**config.mk**
```make
export PLATFORM = sky130hd
export DESIGN_NAME = cdc_sync_filter
export DESIGN_NICKNAME = d
export VERILOG_FILES = /design/src/rtl/cdc_sync_pkg.sv /design/src/rtl/cdc_sync_filter_channel.sv /design/src/rtl/cdc_sync_filter.sv
export SDC_FILE = /design/constraint.sdc
export NUM_CORES = 1
export LEC_CHECK = 0
export ABC_AREA = 1
export CORE_MARGIN = 8
export CORE_UTILIZATION = 30
export DETAILED_ROUTE_END_ITERATION = 7
export HOLD_SLACK_MARGIN = 0.1
export SKIP_CTS_REPAIR_TIMING = 1
export SYNTH_ARGS = -nofsm -noshare
export SYNTH_HDL_FRONTEND = slang
export SYNTH_SLANG_ARGS = --single-unit
export TNS_END_PERCENT = 30
```
**constraint.sdc**
```tcl
create_clock -name clk -period 1 [get_ports clk]
set_input_delay 0.1 -clock clk [delete_from_list [all_inputs] [get_ports clk]]
set_output_delay 0.1 -clock clk [all_outputs]
set_load 0.01 [all_outputs]
```
**src/rtl/cdc_sync_pkg.sv**
```systemverilog
// Shared definitions for the CDC synchronizer/filter: channel FSM encoding and counter sizing.
package cdc_sync_pkg;

  typedef enum logic {
    ST_EMPTY  = 1'b0,
    ST_LOCKED = 1'b1
  } chan_state_t;

  // Enough bits to hold 0..n; never narrower than one bit.
  function automatic int cnt_width(input int n);
    return (n < 1) ? 1 : $clog2(n + 1);
  endfunction

endpackage

```
**src/rtl/cdc_sync_filter_channel.sv**
```systemverilog
// One channel: multi-flop synchronizer followed by a stability qualifier and an EMPTY/LOCKED tracker.
// Optional change pulse built only when CDC_SYNC_FILTER_CHANGED_EN is defined.
module cdc_sync_filter_channel
  import cdc_sync_pkg::*;
#(
  parameter int                    DATA_WIDTH    = 8,
  parameter int                    SYNC_TIMES    = 3,
  parameter int                    STABLE_CYCLES = 2,
  parameter logic [DATA_WIDTH-1:0] RESET_VALUE   = '0
) (
  input  logic                  clk,
  input  logic                  reset,
  input  logic [DATA_WIDTH-1:0] din,
  output logic [DATA_WIDTH-1:0] dout,
  output logic                  valid,
  output logic                  changed
);

  localparam int CNT_W = cnt_width(STABLE_CYCLES);
  localparam logic [CNT_W-1:0] CNT_MAX  = CNT_W'(STABLE_CYCLES);
  localparam logic [CNT_W-1:0] CNT_LOAD = CNT_W'(STABLE_CYCLES - 1);

  logic [DATA_WIDTH-1:0] sync_p0 [SYNC_TIMES];
  logic [DATA_WIDTH-1:0] cand_p0;
  logic [DATA_WIDTH-1:0] prev_p1;
  logic [CNT_W-1:0]      cnt_p1;
  logic [DATA_WIDTH-1:0] dout_p2;
  chan_state_t           state_p2;
  logic                  load;

  assign cand_p0 = sync_p0[SYNC_TIMES-1];
  // Load exactly once per qualified value: the counter saturates past the load point.
  assign load    = (cand_p0 == prev_p1) && (cnt_p1 == CNT_LOAD);

  // Synchronizer chain
  always_ff @(posedge clk) begin
    if (!reset) begin
      for (int i = 0; i < SYNC_TIMES; i++) sync_p0[i] <= RESET_VALUE;
    end else begin
      sync_p0[0] <= din;
      for (int i = 1; i < SYNC_TIMES; i++) sync_p0[i] <= sync_p0[i-1];
    end
  end

  // Stability qualifier
  always_ff @(posedge clk) begin
    if (!reset) begin
      prev_p1 <= RESET_VALUE;
      cnt_p1  <= '0;
    end else begin
      prev_p1 <= cand_p0;
      if (cand_p0 != prev_p1)
        cnt_p1 <= '0;
      else if (cnt_p1 != CNT_MAX)
        cnt_p1 <= cnt_p1 + CNT_W'(1);
    end
  end

  // Output register and channel FSM
  always_ff @(posedge clk) begin
    if (!reset) begin
      dout_p2  <= RESET_VALUE;
      state_p2 <= ST_EMPTY;
    end else if (load) begin
      dout_p2 <= cand_p0;
      case (state_p2)
        ST_EMPTY:  state_p2 <= ST_LOCKED;
        ST_LOCKED: state_p2 <= ST_LOCKED;
        default:   state_p2 <= ST_EMPTY;
      endcase
    end
  end

  assign dout  = dout_p2;
  assign valid = (state_p2 == ST_LOCKED);

`ifdef CDC_SYNC_FILTER_CHANGED_EN
  logic chg_p2;

  always_ff @(posedge clk) begin
    if (!reset)
      chg_p2 <= 1'b0;
    else
      chg_p2 <= load && ((state_p2 == ST_EMPTY) || (cand_p0 != dout_p2));
  end

  assign changed = chg_p2;
`else
  assign changed = 1'b0;
`endif

endmodule

```
**src/rtl/cdc_sync_filter.sv**
```systemverilog
// Multi-channel CDC synchronizer with glitch filtering; one independent channel per slice.
// Change pulse output active only with CDC_SYNC_FILTER_CHANGED_EN defined (otherwise tied low).
module cdc_sync_filter
  import cdc_sync_pkg::*;
#(
  parameter int                    DATA_WIDTH    = 8,
  parameter int                    NUM_CHANNELS  = 4,
  parameter int                    SYNC_TIMES    = 3,
  parameter int                    STABLE_CYCLES = 2,
  parameter logic [DATA_WIDTH-1:0] RESET_VALUE   = '0
) (
  input  logic                               clk,
  input  logic                               reset,
  input  logic [NUM_CHANNELS*DATA_WIDTH-1:0] data_in,
  output logic [NUM_CHANNELS*DATA_WIDTH-1:0] data_out,
  output logic [NUM_CHANNELS-1:0]            valid,
  output logic [NUM_CHANNELS-1:0]            changed
);

  for (genvar c = 0; c < NUM_CHANNELS; c++) begin : g_chan
    cdc_sync_filter_channel #(
      .DATA_WIDTH   (DATA_WIDTH),
      .SYNC_TIMES   (SYNC_TIMES),
      .STABLE_CYCLES(STABLE_CYCLES),
      .RESET_VALUE  (RESET_VALUE)
    ) u_chan (
      .clk    (clk),
      .reset  (reset),
      .din    (data_in[c*DATA_WIDTH +: DATA_WIDTH]),
      .dout   (data_out[c*DATA_WIDTH +: DATA_WIDTH]),
      .valid  (valid[c]),
      .changed(changed[c])
    );
  end

endmodule

```
==> impl_metrics.yaml <==
min_path:
  hold_class: "in -> reg"
cts:
  clk_path_buf_depth: 2
  clkLatencyLatePin_ns: 0.42
  cts_root_buf: "clkbuf_16"
  cts_htree_levels: 4
  clock_sinks: 172
  clkTransAtPathRegs_ns: 0.06
  cts_tree: "yes"
  numCtsBuffers: 17
logic_synthesis:
  yosysSeqAreaShare: 0.506
  synth-warning-count: 0
  ys_ff_latch: 172
  yosys.area_share.simple: 0.280
  synthTopCellsByArea: "dfxtp_1 (51%), nand2_1 (18%), inv_1 (15%), nor2_1 (3.5%), nand2_2 (2.6%)"
  synth_common_cells: "nand2_1 (324), inv_1 (265), dfxtp_1 (172)"
  ys_async_sr_fraction: 0
  yosysMostFrequentCell: "nand2_1"
  synth_top_family_by_area: "simple AND/OR/NAND/NOR gates"
  synthMuxAreaShare: 0
  synthXorXnorAreaFrac: 0.00515
  synth_flop_cell: "dfxtp_1"
  synth_top_area_share: 0.506
  synth_cell_types: 18
  synth_compound_area_frac: 0.00588
  synthCells: 972
  synth_area_leader_cell: "dfxtp_1"
  yosys.area_share.adder: 0.0147
  netlist_area_um2: 6800
  syn_area_per_cell_um2: 7.00
  synth_edf_count: 0
status:
  status: "finished, violations left"
  violations: "setup timing"
route:
  wirelength_um: 12500
  ant_nets: 0
  drc: 0
  dr_total_vias: 5266
  drt_iter0_markers: 179
  viasPerCell: 3.75
  drt-pass1-iter-count: 4
  wire_per_inst_um: 8.91
place:
  gp_congestion: 0.745
  port_buffers: 69
  placed_area_um2: 8170
  dp_hpwl_um: 8300
power:
  seqPwrFrac: 0.455
  p_total_mw: 16.3
  clkPwrFrac: 0.405
  p_int_mw: 12.1
  peakVddDrop_mv: 0.963
  comb_power_share: 0.140
  power_leakage_nw: 5.08
  cellPowerDensity_nw_per_um2: 1750
  switching_share: 0.257
  p_sw_mw: 4.19
grt:
  grt_usage: 0.0910
  grt_pass1_vias: 4787
  grt-ovfl-total: 0
  grt_max_degree: 65
  grt_pass1_wl_um: 20800
  antenna_found_initial: 0
die:
  rows: 55
  dieArea_um2: 27800
  die_w_um: 167
  initial_utilization: 0.303
  die_h_um: 167
  core_area_um2: 22400
  num_io_pins: 74
timing:
  rsz0062_at_grt: "true"
  slew_viol_final: 0
  layout_worst_path_cycle_share: 1.25
  hold_viol: 0
  fmax_mhz: 800
  finClkSkew_ns: 0.0124
  period_needed_ns: 1.25
  setup_slack_ns: -0.250
  setup_violations: 44
final_layout:
  diodes: 0
  finalInstanceArea_um2: 9310
  area_growth_pct: 36.8
  nNetsFinal: 1148
  drive_gt1_frac: 0.340
critical_path:
  crit_fanout: 5
  r2r_cells: 10
  critPathLaunch: "g_chan[2].u_chan.sync_p0[0][18]$_SDFF_PN0_"
  worstSetupStartpointType: "register"
  crit_path_end: "g_chan[2].u_chan.dout[3]$_SDFFE_PN0P_"
  r2r_start: "g_chan[2].u_chan.sync_p0[0][18]$_SDFF_PN0_"
  r2r-end: "g_chan[2].u_chan.dout[3]$_SDFFE_PN0P_"
  arrival_ns: 1.60
  reg2reg_slack_ns: -0.25
  critPathKind: "reg -> reg"
  critPathRequiredTime_ns: 1.35
  endpoint_kind: "register"
run:
  max_cap_violations: 0
==> layer usage <==
metal,wire length [µm],global-route usage,vias up
met2,6030,0.153,64
li1,-,-,2958
met3,469,0.0317,18
met5,0,0,-
met4,209,0.0388,0
met1,5800,0.103,2226
==> worst max-delay path, stage by stage (launching register included) <==
cell	delay [ns]
dfxtp_2	0.37
inv_2	0.06
nand2_2	0.05
nand2_2	0.06
inv_2	0.06
nand2_2	0.06
nor2_4	0.18
nand3_4	0.14
nand2_2	0.09
inv_1	0.04
nor2_1	0.09
==> metrics by stage <==
| step | hold WS (ns) | worst slack (ns) | TNS, ns | util | instances |
|---|---|---|---|---|---|
| 5_1_grt | 0.112 | -0.335 | -13.27 | 0.415 | 1404 |
| 2_1_floorplan | 0.198 | -0.0938 | -2.94 | - | 975 |
| 3_5_place_dp | 0.395 | -0.325 | -10.89 | 0.364 | 1355 |
| 6_report | 0.0964 | -0.250 | -8.51 | 0.415 | 1404 |
| 3_3_place_gp | 0.392 | -0.281 | -9.95 | 0.364 | 1355 |
| 4_1_cts | 0.0841 | -0.491 | -27.69 | 0.391 | 1387 |
==> area by class of cell <==
type                       instances  area [µm²]
clock buffer                      18         439
timing repair buffer             134        1280
inverter                         289        1080
sequential                       172        3550
tap                              285         357
clock inverter                    14         155
multi-input combinational        492        2440
fill                            2290       13100
==> state kept, by name (all words and copies together), names as in the netlist <==
register and flops:
g_chan.u_chan.dout 32, g_chan.u_chan.prev_p1 32, g_chan.u_chan.valid 4, g_chan.u_chan.cnt_p1 8, g_chan.u_chan.sync_p0 96
==> how the worst min path moves through the flow <==
stage	start	to	slack (ns)	cells after the start
CTS	reset	g_chan[1].u_chan.sync_p0[0][10]$_SDFF_PN0_	0.08	4
detailed placement	g_chan[3].u_chan.sync_p0[0][14]$_SDFF_PN0_	g_chan[3].u_chan.sync_p0[0][22]$_SDFF_PN0_	0.39	2
finish	reset	g_chan[1].u_chan.sync_p0[0][10]$_SDFF_PN0_	0.1	4
global route	reset	g_chan[1].u_chan.sync_p0[0][19]$_SDFF_PN0_	0.11	4
global placement	g_chan[1].u_chan.sync_p0[0][0]$_SDFF_PN0_	g_chan[1].u_chan.sync_p0[0][8]$_SDFF_PN0_	0.39	2
floorplan	data_in[0]	g_chan[0].u_chan.sync_p0[0][0]$_SDFF_PN0_	0.20	2
==> power groups by stage <==
stage | logic (mW) | registers, mW | clock network, mW
after floorplan | 1.11 | 7.56 | 0
after global placement | 1.91 | 7.52 | 0
after CTS | 1.94 | 7.37 | 6.87
after detailed placement | 1.93 | 7.53 | 0
final | 2.28 | 7.43 | 6.62
after global routing | 2.58 | 7.47 | 7.15
==> kinds of logic (layout without fill, tap and decap cells) <==
logic type      after synthesis  after routing
simple gates                460            468
buf+inv                     319            455
flops                       172            172
fa+ha+maj                     8              8
compound gates                8              8
xor+xnor                      4              4
other cells                   1              4
==> placed cells by master, fill, tap and decap left out, drive strengths merged <==
cell type,Yosys,routed
clkdlybuf4s50,0,32
dlygate4sd3,0,1
clkinvlp,0,2
a21oi,8,8
inv,285,293
nand2,352,352
clkbuf,0,18
dfxtp,172,172
nor2,72,76
ha,8,8
conb,1,4
bufinv,0,2
buf,30,101
nand3,36,40
clkinv,4,6
xor2,4,4
(Power assumes the default switching activity.)
